===== src/rtl/fp2int_pkg.sv =====
// ---------------------------------------------------------------------------
// fp2int_pkg
// Shared definitions for the multi-cycle float-to-int converter:
//   - state_t : FSM state encoding (IDLE, CLASS, SHIFT, SIGN, DONE)
//   - FP_BIAS, EXP_MAX : IEEE-754 single exponent bias and all-ones exponent
//   - INT_MAX, INT_MIN : saturation values for a signed 32-bit result
//   - INT_MIN_FLOAT    : the float -2^31, the only e>=31 value that fits
// No ports (package).
// ---------------------------------------------------------------------------
package fp2int_pkg;

    localparam logic signed [8:0] FP_BIAS       = 9'sd127;
    localparam logic [7:0]        EXP_MAX       = 8'hFF;
    localparam logic [31:0]       INT_MAX       = 32'h7FFF_FFFF;
    localparam logic [31:0]       INT_MIN       = 32'h8000_0000;
    localparam logic [31:0]       INT_MIN_FLOAT = 32'hCF00_0000;

    typedef enum logic [2:0] {
        IDLE,
        CLASS,
        SHIFT,
        SIGN,
        DONE
    } state_t;

endpackage


===== src/rtl/fp2int_classify.sv =====
// ---------------------------------------------------------------------------
// fp2int_classify
// Combinational decode of a single-precision operand for the converter.
// Decides whether the result is known immediately (zero, too small,
// Inf/NaN, out of range) and, if not, how far and in which direction the
// 24-bit mantissa has to be shifted to land on the integer value.
// Ports:
//   num         in  32  float operand {sign, exp, frac}
//   int_i       in  1   integral flag from the fraction checker
//   special     out 1   result is final, skip shifting
//   spec_result out 32  result for the special case
//   spec_ovf    out 1   saturation flag for the special case
//   spec_exact  out 1   exactness flag for the special case
//   shift_cnt   out 5   number of single-bit shifts needed (normal case)
//   shift_left  out 1   1 = shift left, 0 = shift right
// ---------------------------------------------------------------------------
module fp2int_classify
    import fp2int_pkg::*;
(
    input  logic [31:0] num,
    input  logic        int_i,
    output logic        special,
    output logic [31:0] spec_result,
    output logic        spec_ovf,
    output logic        spec_exact,
    output logic [4:0]  shift_cnt,
    output logic        shift_left
);

    logic              sign;
    logic [7:0]        exp_f;
    logic [22:0]       frac;
    logic signed [8:0] e;

    assign sign  = num[31];
    assign exp_f = num[30:23];
    assign frac  = num[22:0];
    assign e     = $signed({1'b0, exp_f}) - FP_BIAS;

    // Priority matters: exp==0 also yields e<0, and must be checked first so a
    // true zero can still be reported exact.
    always_comb begin
        special     = 1'b0;
        spec_result = 32'd0;
        spec_ovf    = 1'b0;
        spec_exact  = 1'b0;
        shift_cnt   = 5'd0;
        shift_left  = 1'b0;
        if (exp_f == EXP_MAX) begin
            special  = 1'b1;
            spec_ovf = 1'b1;
            if (frac != 23'd0) begin
                spec_result = INT_MIN;
            end else begin
                spec_result = sign ? INT_MIN : INT_MAX;
            end
        end else if (exp_f == 8'd0) begin
            // Only a true zero loses no bits; any denormal truncates to 0.
            special    = 1'b1;
            spec_exact = int_i && (frac == 23'd0);
        end else if (e < 9'sd0) begin
            special = 1'b1;
        end else if (e >= 9'sd31) begin
            special = 1'b1;
            if (num == INT_MIN_FLOAT) begin
                spec_result = INT_MIN;
                spec_exact  = int_i;
            end else begin
                spec_result = sign ? INT_MIN : INT_MAX;
                spec_ovf    = 1'b1;
            end
        end else if (e > 9'sd23) begin
            shift_left = 1'b1;
            shift_cnt  = e[4:0] - 5'd23;
        end else begin
            shift_cnt  = 5'd23 - e[4:0];
        end
    end

endmodule


===== src/rtl/fp2int_fsm.sv =====
// ---------------------------------------------------------------------------
// fp2int_fsm
// Multi-cycle IEEE-754 single -> signed 32-bit integer converter. The
// mantissa is shifted one bit per clock into place; the result saturates on
// overflow, Inf and NaN. Start/done use single-cycle r_i/r_o pulses.
// Optional feature: define FP2INT_ROUND_EN to round half away from zero
// (adds the last shifted-out bit); otherwise the result truncates toward zero.
// Ports:
//   clk      in  1   rising-edge clock
//   rst_n    in  1   asynchronous active-low reset
//   r_i      in  1   start pulse, only sampled in IDLE
//   num_in   in  32  float operand
//   int_i    in  1   checker flag: operand is integral
//   int_out  out 32  converted integer, held until rewritten
//   ovf      out 1   saturation occurred
//   exact    out 1   int_i and no overflow and no nonzero bits lost
//   busy     out 1   operation in progress (through the r_o cycle)
//   r_o      out 1   one-cycle done pulse
// ---------------------------------------------------------------------------
module fp2int_fsm
    import fp2int_pkg::*;
#(
    parameter int EXP_W = 8,
    parameter int MAN_W = 23,
    parameter int OUT_W = 32
) (
    input  logic                   clk,
    input  logic                   rst_n,
    input  logic                   r_i,
    input  logic [EXP_W+MAN_W:0]   num_in,
    input  logic                   int_i,
    output logic [OUT_W-1:0]       int_out,
    output logic                   ovf,
    output logic                   exact,
    output logic                   busy,
    output logic                   r_o
);

    state_t      state_q, state_d;
    logic [31:0] num_q, num_d;
    logic        int_i_q, int_i_d;
    logic [31:0] acc_q, acc_d;
    logic [4:0]  cnt_q, cnt_d;
    logic        left_q, left_d;
    logic        sticky_q, sticky_d;
    logic [31:0] int_out_q, int_out_d;
    logic        ovf_q, ovf_d;
    logic        exact_q, exact_d;

    logic        special;
    logic [31:0] spec_result;
    logic        spec_ovf;
    logic        spec_exact;
    logic [4:0]  shift_cnt;
    logic        shift_left;
    logic        round_bit;
    logic [31:0] mag;

    fp2int_classify u_classify (
        .num         (num_q),
        .int_i       (int_i_q),
        .special     (special),
        .spec_result (spec_result),
        .spec_ovf    (spec_ovf),
        .spec_exact  (spec_exact),
        .shift_cnt   (shift_cnt),
        .shift_left  (shift_left)
    );

`ifdef FP2INT_ROUND_EN
    logic guard_q, guard_d;

    // Guard is the most recent bit pushed out by a right shift; it is the
    // half-LSB used for rounding. Left shifts never drop set bits.
    always_comb begin
        guard_d = guard_q;
        if (state_q == CLASS) begin
            guard_d = 1'b0;
        end else if (state_q == SHIFT && !left_q) begin
            guard_d = acc_q[0];
        end
    end

    always_ff @(posedge clk or negedge rst_n) begin
        if (!rst_n) begin
            guard_q <= 1'b0;
        end else begin
            guard_q <= guard_d;
        end
    end

    assign round_bit = guard_q;
`else
    assign round_bit = 1'b0;
`endif

    // Next-state and datapath. Right-shifted magnitudes are below 2^24, so
    // adding the round bit cannot overflow before negation.
    always_comb begin
        state_d   = state_q;
        num_d     = num_q;
        int_i_d   = int_i_q;
        acc_d     = acc_q;
        cnt_d     = cnt_q;
        left_d    = left_q;
        sticky_d  = sticky_q;
        int_out_d = int_out_q;
        ovf_d     = ovf_q;
        exact_d   = exact_q;
        mag       = acc_q + {31'd0, round_bit};
        case (state_q)
            IDLE: begin
                if (r_i) begin
                    num_d   = num_in;
                    int_i_d = int_i;
                    state_d = CLASS;
                end
            end
            CLASS: begin
                if (special) begin
                    int_out_d = spec_result;
                    ovf_d     = spec_ovf;
                    exact_d   = spec_exact;
                    state_d   = DONE;
                end else begin
                    acc_d    = {8'd0, 1'b1, num_q[22:0]};
                    cnt_d    = shift_cnt;
                    left_d   = shift_left;
                    sticky_d = 1'b0;
                    state_d  = (shift_cnt == 5'd0) ? SIGN : SHIFT;
                end
            end
            SHIFT: begin
                if (left_q) begin
                    acc_d = {acc_q[30:0], 1'b0};
                end else begin
                    acc_d    = {1'b0, acc_q[31:1]};
                    sticky_d = sticky_q | acc_q[0];
                end
                cnt_d = cnt_q - 5'd1;
                if (cnt_q == 5'd1) begin
                    state_d = SIGN;
                end
            end
            SIGN: begin
                int_out_d = num_q[31] ? (~mag + 32'd1) : mag;
                ovf_d     = 1'b0;
                exact_d   = int_i_q && !sticky_q;
                state_d   = DONE;
            end
            DONE: begin
                state_d = IDLE;
            end
            default: begin
                state_d = IDLE;
            end
        endcase
    end

    // All state, including the visible result, is cleared by reset so an
    // interrupted operation leaves nothing behind.
    always_ff @(posedge clk or negedge rst_n) begin
        if (!rst_n) begin
            state_q   <= IDLE;
            num_q     <= 32'd0;
            int_i_q   <= 1'b0;
            acc_q     <= 32'd0;
            cnt_q     <= 5'd0;
            left_q    <= 1'b0;
            sticky_q  <= 1'b0;
            int_out_q <= 32'd0;
            ovf_q     <= 1'b0;
            exact_q   <= 1'b0;
        end else begin
            state_q   <= state_d;
            num_q     <= num_d;
            int_i_q   <= int_i_d;
            acc_q     <= acc_d;
            cnt_q     <= cnt_d;
            left_q    <= left_d;
            sticky_q  <= sticky_d;
            int_out_q <= int_out_d;
            ovf_q     <= ovf_d;
            exact_q   <= exact_d;
        end
    end

    assign int_out = int_out_q;
    assign ovf     = ovf_q;
    assign exact   = exact_q;
    assign busy    = (state_q != IDLE);
    assign r_o     = (state_q == DONE);

endmodule

===== config.mk =====
export PLATFORM = sky130hd
export DESIGN_NAME = fp2int_fsm
export DESIGN_NICKNAME = d
export VERILOG_FILES = /design/src/rtl/fp2int_pkg.sv /design/src/rtl/fp2int_classify.sv /design/src/rtl/fp2int_fsm.sv
export SDC_FILE = /design/constraint.sdc
export NUM_CORES = 1
export LEC_CHECK = 0
export CAP_MARGIN = 20
export CORE_MARGIN = 10
export CORE_UTILIZATION = 61
export DETAILED_ROUTE_END_ITERATION = 8
export GPL_TIMING_DRIVEN = 0
export PLACE_DENSITY = 0.9
export SETUP_SLACK_MARGIN = 0.15
export SYNTH_ARGS = -nofsm -noshare
export SYNTH_HDL_FRONTEND = slang
export SYNTH_SLANG_ARGS = --single-unit

===== constraint.sdc =====
create_clock -name clk -period 7.7 [get_ports clk]
set_input_delay 1.54 -clock clk [delete_from_list [all_inputs] [get_ports clk]]
set_output_delay 1.54 -clock clk [all_outputs]
set_load 0.02 [all_outputs]

==> results.sh <==
export IMPL_gr_total_overflow=0
export IMPL_crit_type="reg -> reg"
export IMPL_synth_enable_flop_cells=0
export IMPL_core_area_mm2=0.00968
export IMPL_fin_crit_sh_pct=50.7
export IMPL_cts_resized=0
export IMPL_antenna_found_initial=0
export IMPL_ys_seq_elements=109
export IMPL_critical_path_slowest_cell="dfrtp_1"
export IMPL_clk_latency_ps=390
export IMPL_worstPathArrival_ps=4200
export IMPL_die_w_um=119
export IMPL_drt_pass1_iter_count=5
export IMPL_synth_flop_cell="dfrtp_1"
export IMPL_fin_tns_setup_ps=0
export IMPL_cts_root_buffer="clkbuf_8"
export IMPL_rsz0062_at_grt="no"
export IMPL_synth_cell_types=57
export IMPL_leakage_nw=2.93
export IMPL_clock_fmax_mhz=256
export IMPL_design_die_area_mm2=0.0142
export IMPL_grt_pass1_vias=5111
export IMPL_cts_sinks=109
export IMPL_drtIter0Drc=526
export IMPL_yosys_warnings=0
export IMPL_power_mw=2.99
export IMPL_cp_data_required_time_ps=7990
export IMPL_gp_congestion=0.901
export IMPL_synthArstFlopShare_pct=100
export IMPL_slew_violations=0
export IMPL_peakVddDrop_uv=227
export IMPL_postSynthAreaPerCell_um2=9.97
export IMPL_worst_pin_slew_ps=743
export IMPL_worst_path_buf_inv=3
export IMPL_yosys_top_cells_area="dfrtp_1 46%, mux2_2 5.3%, mux2i_1 5.2%"
export IMPL_post_cts_setup_buffers=0
export IMPL_drcViolationCount=0
export IMPL_synth_top_cell_area_share_pct=45.5
export IMPL_layout_nets=729
export IMPL_rows=36
export IMPL_cts_tree="done"
export IMPL_hold_path_class="reg -> reg"
export IMPL_syn2layout_area_growth_pct=18.1
export IMPL_design_area_mm2=0.00708
export IMPL_clk_pin_slew_ps=110
export IMPL_grt_pass1_wl_mm=26.8
export IMPL_ys_seq_area_share_pct=45.5
export IMPL_cts_hold_buf=0
export IMPL_htree_levels=3
export IMPL_antenna_left=0
export IMPL_fin_crit_ps=3910
export IMPL_hold_violations=0
export IMPL_syn_inst=601
export IMPL_portBuffers=71
export IMPL_dpl_hpwl_mm=11.9
export IMPL_via_per_inst=6.32
export IMPL_grt_max_degree=68
export IMPL_yosysMostFrequentCell="dfrtp_1"
export IMPL_path_cells="ha_1, nand2_1, xor2_1, inv_1, ha_1, nand3_1, o211ai_1, nor3_1, clkbuf_1, clkbuf_1, a22oi_1, o21ai_0"
export IMPL_synthTopCellsByCount="109 x dfrtp_1, 50 x o21ai_0, 46 x nand2_1"
export IMPL_clk_path_buf_depth=2
export IMPL_wl_per_cell_um=19.5
export IMPL_maxCapViolCount=0
export IMPL_crit_fanout=10
export IMPL_powerDensity_mw_per_mm2=423
export IMPL_synth_nets=646
export IMPL_antenna_cells=0
export IMPL_status="complete, no violations"
export IMPL_cp_top_family="buffers and inverters"
export IMPL_layout_drive_gt1_share_pct=10.5
export IMPL_start_util_pct=61.9
export IMPL_totalWireLength_mm=16.0
export IMPL_die_y_um=119
export IMPL_yosysTopAreaCell="dfrtp_1"
export IMPL_netlist_area_mm2=0.00599
export IMPL_cts_buffers=9
export IMPL_vias=5187
export IMPL_setup_viol=0
export IMPL_grt_usage_pct=22.8
export IMPL_place_area_mm2=0.00689
export IMPL_pin_count=72
export IMPL_start_kind="flip-flop"
export IMPL_end_kind="flip-flop"
export IMPL_slowest_delay_ps=550
export IMPL_finClkSkew_ps=12.6
export IMPL_relSlewSlack_pct=50.4
[cell type report]
class | count | area, µm²
Multi-Input combinational cell | 431 | 3010
Sequential cell | 109 | 2730
Fill cell | 700 | 2610
Timing Repair Buffer | 72 | 736
Buffer | 45 | 191
Tap cell | 133 | 166
Clock buffer | 10 | 138
Inverter | 16 | 60.1
Clock inverter | 5 | 43.8
[metal layers]
metal	share of wire [%]	vias to the layer above	routed length, µm	GRT usage [%]
li1	-	2370	-	-
met1	43	2492	6880	30.4
met2	47	291	7500	36.6
met5	0	-	0	0
met4	2.2	0	359	8.24
met3	7.8	34	1250	3.78
[flip-flops by register name, summed over array words and instances, names as in the netlist, 3 cells and up]
register	flops
acc_q	32
num_q	32
cnt_q	5
state_q	3
int_out	32
[per-stage QoR]
step           std cells  hold slack [ps]  setup slack [ps]  utilization, %
2_1_floorplan        601              477              4690               -
3_3_place_gp         805              477              1150            70.9
3_5_place_dp         806              482              3820            71.2
4_1_cts              821              508              3880            73.1
5_1_grt              821              535              3450            73.1
6_report             821              506              3790            73.1
[cells in the final DEF (no fill, tap or decap), drive strengths merged, types with 19 or more instances in the layout]
master           n
o21ai           50
nand2           46
mux2            28
clkdlybuf4s50   70
clkbuf          47
mux2i           31
a21oi           27
xnor2           19
nor2            28
nand3           32
dfrtp          109
a22oi           20
[where the power goes]
part	internal (mW)	switching [mW]	total (mW)
combinational	0.687	0.917	1.60
sequential	0.809	0.247	1.06
clock	0.129	0.201	0.330
[worst paths after layout]
path,slack [ps],to,cells past startpoint,start
min,510,int_out[19]$_DFFE_PN0P_,2,int_out[19]$_DFFE_PN0P_
max reg2reg,3790,acc_q[14]$_DFFE_PN0P_,12,num_q[25]$_DFFE_PN0P_
max in group asynchronous,5810,ovf$_DFFE_PN0P_,2,rst_n
min reg2reg,510,int_out[19]$_DFFE_PN0P_,2,int_out[19]$_DFFE_PN0P_
max,3790,acc_q[14]$_DFFE_PN0P_,12,num_q[25]$_DFFE_PN0P_
min in group asynchronous,1150,state_q[0]$_DFFE_PN0P_,1,rst_n
[cell families after synthesis]
logic type      after synthesis  synth area share (%)
xor+xnor                     36                  5.39
mux                          59                  10.4
simple gates                167                  14.4
fa+ha+maj                     9                  1.88
flops                       109                  45.5
compound gates              160                  18.2
buf+inv                      61                  4.20
[tightest hold or removal path: stages, from the launching register on]
cell,delay [ps]
dfrtp_1,360
nand2_1,60
o211ai_2,60
Power figures use the tool's default switching activity.
